## src/rtl/global_mem_reader.sv

```systemverilog
// Read-side sequencer for the global-memory LSRAM port B (MAC clock domain).
// Issues credit-limited burst reads and streams the words out via valid/ready.
module global_mem_reader #(
    parameter int ADDR_W     = 11,
    parameter int DATA_W     = 18,
    parameter int RD_LAT     = 2,
    parameter int FIFO_DEPTH = 4
) (
    input  logic              macclk,
    input  logic              rst_n,
    input  logic              cmd_valid,
    output logic              cmd_ready,
    input  logic [ADDR_W-1:0] cmd_base,
    input  logic [ADDR_W-1:0] cmd_len,
    output logic [ADDR_W-1:0] mem_addr,
    output logic              mem_ren,
    input  logic [DATA_W-1:0] mem_dout,
    output logic              o_valid,
    input  logic              o_ready,
    output logic [DATA_W-1:0] o_data,
    output logic              o_last,
    output logic              busy,
    output logic              done
);
    localparam int PTR_W = $clog2(FIFO_DEPTH);
    localparam int CNT_W = $clog2(FIFO_DEPTH + 1);

    typedef enum logic [1:0] { IDLE, ISSUE, DRAIN } state_e;

    generate
        if (RD_LAT < 1 || RD_LAT > 4) begin : g_bad_lat
            $error("RD_LAT must be in 1..4");
        end
        if (FIFO_DEPTH < RD_LAT + 1) begin : g_bad_depth
            $error("FIFO_DEPTH must be >= RD_LAT+1");
        end
    endgenerate

    state_e state_q, state_d;

    logic [ADDR_W-1:0] addr_q, addr_d;
    logic [ADDR_W-1:0] rem_q, rem_d;
    logic [ADDR_W-1:0] mem_addr_q, mem_addr_d;
    logic              mem_ren_q, mem_ren_d;
    logic              ren_last_q, ren_last_d;
    logic              busy_q, busy_d;
    logic              done_q, done_d;
    logic [RD_LAT-1:0] vld_sr_q, vld_sr_d;
    logic [RD_LAT-1:0] lst_sr_q, lst_sr_d;

    logic [DATA_W-1:0]     fifo_data_q [FIFO_DEPTH];
    logic [DATA_W-1:0]     fifo_data_d [FIFO_DEPTH];
    logic [FIFO_DEPTH-1:0] fifo_last_q, fifo_last_d;
    logic [PTR_W-1:0]      wr_ptr_q, wr_ptr_d;
    logic [PTR_W-1:0]      rd_ptr_q, rd_ptr_d;
    logic [CNT_W-1:0]      cnt_q, cnt_d;

    logic push, push_last, pop, can_issue;
    int   inflight, credit;

    assign push      = vld_sr_q[RD_LAT-1];
    assign push_last = lst_sr_q[RD_LAT-1];
    assign o_valid   = (cnt_q != '0);
    assign pop       = o_valid && o_ready;
    assign o_data    = fifo_data_q[rd_ptr_q];
    assign o_last    = o_valid && fifo_last_q[rd_ptr_q];
    assign cmd_ready = (state_q == IDLE);
    assign mem_ren   = mem_ren_q;
    assign mem_addr  = mem_addr_q;
    assign busy      = busy_q;
    assign done      = done_q;

    // The read leaving the issue register counts as in flight too; a pop
    // this cycle frees its slot so steady streaming keeps one read per cycle.
    always_comb begin
        inflight = int'(mem_ren_q);
        for (int i = 0; i < RD_LAT; i++) begin
            inflight = inflight + int'(vld_sr_q[i]);
        end
        credit    = int'(cnt_q) + inflight - int'(pop);
        can_issue = (state_q == ISSUE) && (credit < FIFO_DEPTH);
    end

    always_ff @(posedge macclk or negedge rst_n) begin
        if (!rst_n) begin
            state_q <= IDLE;
        end else begin
            state_q <= state_d;
        end
    end

    always_comb begin
        state_d = state_q;
        unique case (state_q)
            IDLE:    if (cmd_valid && cmd_len != '0) state_d = ISSUE;
            ISSUE:   if (can_issue && rem_q == ADDR_W'(1)) state_d = DRAIN;
            DRAIN:   if (done_q) state_d = IDLE;
            default: state_d = IDLE;
        endcase
    end

    always_comb begin
        addr_d     = addr_q;
        rem_d      = rem_q;
        mem_ren_d  = 1'b0;
        mem_addr_d = mem_addr_q;
        ren_last_d = 1'b0;
        busy_d     = busy_q;
        done_d     = 1'b0;
        unique case (state_q)
            IDLE: begin
                if (cmd_valid) begin
                    if (cmd_len != '0) begin
                        addr_d = cmd_base;
                        rem_d  = cmd_len;
                        busy_d = 1'b1;
                    end else begin
                        done_d = 1'b1;
                    end
                end
            end
            ISSUE: begin
                if (can_issue) begin
                    mem_ren_d  = 1'b1;
                    mem_addr_d = addr_q;
                    addr_d     = addr_q + ADDR_W'(1);
                    rem_d      = rem_q - ADDR_W'(1);
                    ren_last_d = (rem_q == ADDR_W'(1));
                end
            end
            DRAIN: begin
                if (pop && o_last) begin
                    done_d = 1'b1;
                    busy_d = 1'b0;
                end
            end
            default: ;
        endcase
    end

    always_comb begin
        vld_sr_d    = vld_sr_q;
        lst_sr_d    = lst_sr_q;
        vld_sr_d[0] = mem_ren_q;
        lst_sr_d[0] = ren_last_q;
        for (int i = 1; i < RD_LAT; i++) begin
            vld_sr_d[i] = vld_sr_q[i-1];
            lst_sr_d[i] = lst_sr_q[i-1];
        end
    end

    always_comb begin
        fifo_data_d = fifo_data_q;
        fifo_last_d = fifo_last_q;
        wr_ptr_d    = wr_ptr_q;
        rd_ptr_d    = rd_ptr_q;
        cnt_d       = cnt_q;
        if (push) begin
            fifo_data_d[wr_ptr_q] = mem_dout;
            fifo_last_d[wr_ptr_q] = push_last;
            wr_ptr_d = (wr_ptr_q == PTR_W'(FIFO_DEPTH - 1)) ? '0 : wr_ptr_q + PTR_W'(1);
        end
        if (pop) begin
            rd_ptr_d = (rd_ptr_q == PTR_W'(FIFO_DEPTH - 1)) ? '0 : rd_ptr_q + PTR_W'(1);
        end
        unique case ({push, pop})
            2'b10:   cnt_d = cnt_q + CNT_W'(1);
            2'b01:   cnt_d = cnt_q - CNT_W'(1);
            default: ;
        endcase
    end

    always_ff @(posedge macclk or negedge rst_n) begin
        if (!rst_n) begin
            addr_q      <= '0;
            rem_q       <= '0;
            mem_ren_q   <= 1'b0;
            mem_addr_q  <= '0;
            ren_last_q  <= 1'b0;
            busy_q      <= 1'b0;
            done_q      <= 1'b0;
            vld_sr_q    <= '0;
            lst_sr_q    <= '0;
            fifo_data_q <= '{default: '0};
            fifo_last_q <= '0;
            wr_ptr_q    <= '0;
            rd_ptr_q    <= '0;
            cnt_q       <= '0;
        end else begin
            addr_q      <= addr_d;
            rem_q       <= rem_d;
            mem_ren_q   <= mem_ren_d;
            mem_addr_q  <= mem_addr_d;
            ren_last_q  <= ren_last_d;
            busy_q      <= busy_d;
            done_q      <= done_d;
            vld_sr_q    <= vld_sr_d;
            lst_sr_q    <= lst_sr_d;
            fifo_data_q <= fifo_data_d;
            fifo_last_q <= fifo_last_d;
            wr_ptr_q    <= wr_ptr_d;
            rd_ptr_q    <= rd_ptr_d;
            cnt_q       <= cnt_d;
        end
    end

    a_no_overflow: assert property (@(posedge macclk) disable iff (!rst_n)
        !(push && !pop && cnt_q == CNT_W'(FIFO_DEPTH)));

endmodule
```

## config.mk

```make
export PLATFORM = sky130hd
export DESIGN_NAME = global_mem_reader
export DESIGN_NICKNAME = d
export VERILOG_FILES = /design/src/rtl/global_mem_reader.sv
export SDC_FILE = /design/constraint.sdc
export NUM_CORES = 1
export LEC_CHECK = 0
export BUFFER_PORTS_ARGS = -buffer_cell sky130_fd_sc_hd__buf_2
export CORE_MARGIN = 4
export CORE_UTILIZATION = 58
export CTS_CLUSTER_DIAMETER = 100
export DETAILED_ROUTE_END_ITERATION = 8
export PLACE_DENSITY = 0.8
export SLEW_MARGIN = 20
export SYNTH_ARGS = -nofsm -noshare
export SYNTH_HDL_FRONTEND = slang
export SYNTH_SLANG_ARGS = --single-unit
```

## constraint.sdc

```tcl
create_clock -name macclk -period 4.7 [get_ports macclk]
set_clock_uncertainty 0.1 [all_clocks]
set_input_delay 0.705 -clock macclk [delete_from_list [all_inputs] [get_ports macclk]]
set_output_delay 0.705 -clock macclk [all_outputs]
set_load 0.02 [all_outputs]
```

==> impl_metrics.ini <==
[setup_path]
reg2reg_to = rem_q[9]$_DFFE_PN0P_
timing.reg2reg.worst_path_depth = 13
setup.worst_path.start_class = register
critical_path.cell_chain = or3_1 -> and2_1 -> ha_1 -> fa_1 -> inv_1 -> ha_1 -> and3b_1 -> o211a_1 -> o41ai_4 -> buf_4 -> inv_2 -> a311oi_1 -> a21oi_1
crit-reg2reg-launch = cnt_q[2]$_DFFE_PN0P_
arrival_ns = 4.24
slowest_stage = sky130_fd_sc_hd__dfrtp_1
endpoint_kind = register
crit_path_max_incr_delay_ns = 0.45
critical-path-top-cell-by-count = sky130_fd_sc_hd__ha_1
criticalPathCategory = register to register
cp_data_required_time_ns = 4.96
critical_path_peak_fanout = 23
timing.reg2reg.setup_slack_ns = 0.71

[routing]
wirelength_mm = 13.6
vias = 4329
post-route-drc-count = 0
initialDrtViolationCount = 388
drtPass1Iterations = 6
drt-wirelength-per-cell_microns = 19.1
avgViaCountPerCell = 6.09
ant_nets = 0

[yosys]
synth.net_count = 546
top_reg_cell_synth = sky130_fd_sc_hd__dfrtp_1
synth_warnings = 0
async_flop_share = 1.00
synthDistinctLibCells = 57
gate_count_of_the_mapped_netlist = 485
synth.avg_cell_area_sq_um = 12.5
number_of_enable_type_register_cells_in_the_synthesized_netlist = 0
post_synthesis_instance_area_sq_mm = 0.00607
synth_seq_area_share = 0.520
postSynthRegisterBits = 126

[global_route]
grtUsageMet3 = 0.0425
top_usage_layer = met2
grt.overflow.total = 0
grt.total_usage = 0.238
grt_start_max_net_pins = 52
initial_antenna_violation_count = 0
grt_pass1_vias = 4278
global_route.usage.met2 = 0.398
global_route_wire_length_before_repair_mm = 21.9
grtUsageMet1 = 0.314

[final_layout]
post_route_cells_drive_above_1_share = 0.381
fin_util = 0.699
synthToLayoutAreaGrowth_pct = 18.3
nNetsFinal = 626
diodes = 0

[timing]
final_min_period_over_clock_period = 0.848
final_count_of_pins_violating_max_slew = 0
worst-slew-pin-transition_ns = 0.997
finalSetupViolations = 0
relSlewSlack = 0.335
rsz0062_at_grt = false
setup_total_negative_slack_ns = 0
final-hold-violation-count = 0
achievable-frequency_ghz = 0.251
finalWorstPathRequiredPeriod_ns = 3.99

[clock_tree]
cts_hold_repair.buffers = 0
cts_made_buffers = 17
clk-insertion-delay-late_ns = 0.51
post-cts-setup-buffer-count = 0
ctsRootBufferMaster = sky130_fd_sc_hd__clkbuf_8
cts_max_path_buffers = 2
cts_num_sinks = 126
number_of_gates_resized_after_cts = 0
clock_tree_from_tritoncts = yes
clk_pin_slew_ns = 0.06
ctsHtreeMaxLevel = 4

[placed_design]
routabilityCongestion = 0.909
place_hpwl_mm = 8.95
place.port_buffers = 78

[floorplan]
coreArea_sq_mm = 0.0103
initial_core_util = 0.590
design.portCount = 79
floorplan.die_area_sq_mm = 0.0122
num_rows = 37
die_height_microns = 110
die_width_microns = 110

[job]
max_cap_violations = 0

[power]
leakage_nw = 3.24
power_after_layout_mw = 6.22
power.density_cell_area_mw_per_mm2 = 866
ir_worst_vdd_v = 0.000431

[run_status]
run_status = finished, final reports clean

[hold_path]
worstHoldPathType = primary input to asynchronous set/reset pin
-- placed cells by master (no fill, tap or decap), types with 7 or more instances in the layout --
cell type | synthesis | final
sky130_fd_sc_hd__o21ai_0 | 17 | 17
sky130_fd_sc_hd__nand2_1 | 56 | 56
sky130_fd_sc_hd__nor4_1 | 7 | 7
sky130_fd_sc_hd__nand3_1 | 10 | 10
sky130_fd_sc_hd__nor2_1 | 16 | 16
sky130_fd_sc_hd__o211ai_1 | 7 | 7
sky130_fd_sc_hd__ha_1 | 15 | 15
sky130_fd_sc_hd__buf_2 | 4 | 77
sky130_fd_sc_hd__clkbuf_16 | 0 | 16
sky130_fd_sc_hd__mux2_2 | 79 | 79
sky130_fd_sc_hd__inv_1 | 15 | 15
sky130_fd_sc_hd__nor3_1 | 8 | 8
sky130_fd_sc_hd__a21oi_1 | 16 | 16
sky130_fd_sc_hd__dfrtp_1 | 126 | 126
sky130_fd_sc_hd__mux4_2 | 19 | 19
-- cell type report --
class | count | area (sq um)
inverter | 16 | 60.1
clock inverter | 7 | 135
sequential | 126 | 3150
timing repair buffer | 83 | 430
multi-input combinational | 321 | 2760
fill | 715 | 3100
tap | 136 | 170
clock buffer | 22 | 473
-- worst max-delay path: cells and delay by family (launching register included) --
| kind | cells | cell delay [ns] |
|---|---|---|
| AOI/OAI and AO/OA | 4 | 0.87 |
| buffers and inverters | 3 | 0.59 |
| DFF | 1 | 0.45 |
| and+or+nand+nor | 3 | 0.84 |
| adders and majority gates | 3 | 0.95 |
-- metrics by stage --
step,instances,hold slack [ns],cell area (sq um),setup slack [ns]
2_1_floorplan,485,0.231,6070,1.08
3_3_place_gp,682,0.234,6570,0.944
3_5_place_dp,682,0.244,6570,0.792
4_1_cts,711,0.136,7180,0.738
5_1_grt,711,0.174,7180,0.481
6_report,711,0.133,7180,0.714
-- registers in the layout (all words and copies together), names as in the netlist --
name / cells
mem_ren: 1
lst_sr_q: 2
done: 1
ren_last_q: 1
fifo_last_q: 4
fifo_data_q: 72
vld_sr_q: 2
wr_ptr_q: 2
cnt_q: 3
rd_ptr_q: 2
mem_addr: 11
busy: 1
addr_q: 11
rem_q: 11
state_q: 2
-- Yosys cell counts, types with 2 or more instances --
| library cell | instances | share of area |
|---|---|---|
| sky130_fd_sc_hd__dfrtp_1 | 126 | 0.52 |
| sky130_fd_sc_hd__mux2_2 | 79 | 0.15 |
| sky130_fd_sc_hd__nand2_1 | 56 | 0.035 |
| sky130_fd_sc_hd__mux4_2 | 19 | 0.071 |
| sky130_fd_sc_hd__o21ai_0 | 17 | 0.014 |
| sky130_fd_sc_hd__a21oi_1 | 16 | 0.013 |
| sky130_fd_sc_hd__nor2_1 | 16 | 0.0099 |
| sky130_fd_sc_hd__ha_1 | 15 | 0.031 |
| sky130_fd_sc_hd__inv_1 | 15 | 0.0093 |
| sky130_fd_sc_hd__clkbuf_1 | 13 | 0.0080 |
| sky130_fd_sc_hd__nand3_1 | 10 | 0.0082 |
| sky130_fd_sc_hd__nor3_1 | 8 | 0.0066 |
| sky130_fd_sc_hd__nor4_1 | 7 | 0.0072 |
| sky130_fd_sc_hd__o211ai_1 | 7 | 0.0087 |
| sky130_fd_sc_hd__a31oi_1 | 4 | 0.0041 |
| sky130_fd_sc_hd__buf_2 | 4 | 0.0033 |
| sky130_fd_sc_hd__nand2b_1 | 4 | 0.0041 |
| sky130_fd_sc_hd__a211oi_1 | 3 | 0.0037 |
| sky130_fd_sc_hd__a311oi_1 | 3 | 0.0043 |
| sky130_fd_sc_hd__a32o_1 | 3 | 0.0049 |
| sky130_fd_sc_hd__and3_1 | 3 | 0.0031 |
| sky130_fd_sc_hd__mux2i_1 | 3 | 0.0049 |
| sky130_fd_sc_hd__nand3b_1 | 3 | 0.0037 |
| sky130_fd_sc_hd__nand4_1 | 3 | 0.0031 |
| sky130_fd_sc_hd__nor2b_1 | 3 | 0.0031 |
| sky130_fd_sc_hd__or3_1 | 3 | 0.0031 |
| sky130_fd_sc_hd__a21o_1 | 2 | 0.0025 |
| sky130_fd_sc_hd__a22oi_1 | 2 | 0.0025 |
| sky130_fd_sc_hd__and2_1 | 2 | 0.0021 |
| sky130_fd_sc_hd__buf_1 | 2 | 0.0012 |
| sky130_fd_sc_hd__buf_4 | 2 | 0.0025 |
| sky130_fd_sc_hd__fa_1 | 2 | 0.0066 |
| sky130_fd_sc_hd__o22ai_1 | 2 | 0.0021 |
| sky130_fd_sc_hd__o41ai_4 | 2 | 0.0091 |
| sky130_fd_sc_hd__or2_2 | 2 | 0.0021 |
| sky130_fd_sc_hd__or4_1 | 2 | 0.0025 |
| sky130_fd_sc_hd__xnor2_1 | 2 | 0.0029 |
-- kinds of logic (layout without fill, tap and decap cells) --
group | Yosys count | after routing | share of synthesized area
AO/OA/AOI/OAI | 72 | 72 | 0.0862
XOR/XNOR | 3 | 3 | 0.00433
adder cells (fa/ha/maj) | 17 | 17 | 0.0375
buffers and inverters | 38 | 128 | 0.0258
flip-flops | 126 | 126 | 0.520
multiplexers | 101 | 101 | 0.222
AND/OR/NAND/NOR | 128 | 128 | 0.104
-- metal layers --
metal | vias to the layer above | share of wire | routed length (microns)
met4 | 0 | 0.012 | 165
li1 | 1949 | - | -
met3 | 19 | 0.058 | 790
met5 | - | 0 | 0
met1 | 2188 | 0.42 | 5700
met2 | 173 | 0.51 | 6930
-- worst max-delay path by stage --
stage,startpoint,end,slack [ns]
global placement,cnt_q[2]$_DFFE_PN0P_,addr_q[6]$_DFFE_PN0P_,0.94
finish,cnt_q[2]$_DFFE_PN0P_,rem_q[9]$_DFFE_PN0P_,0.71
global route,cnt_q[2]$_DFFE_PN0P_,addr_q[6]$_DFFE_PN0P_,0.48
floorplan,cnt_q[1]$_DFFE_PN0P_,addr_q[2]$_DFFE_PN0P_,1.08
detailed placement,cnt_q[2]$_DFFE_PN0P_,addr_q[6]$_DFFE_PN0P_,0.79
CTS,cnt_q[2]$_DFFE_PN0P_,rem_q[9]$_DFFE_PN0P_,0.74
-- where the power goes --
group          internal, mW  total (mW)  switching (mW)
Clock                 0.906        1.35           0.441
Sequential             1.61        2.03           0.415
Combinational          1.31        2.84            1.53
Note: power is estimated with default switching activity, not from simulation.
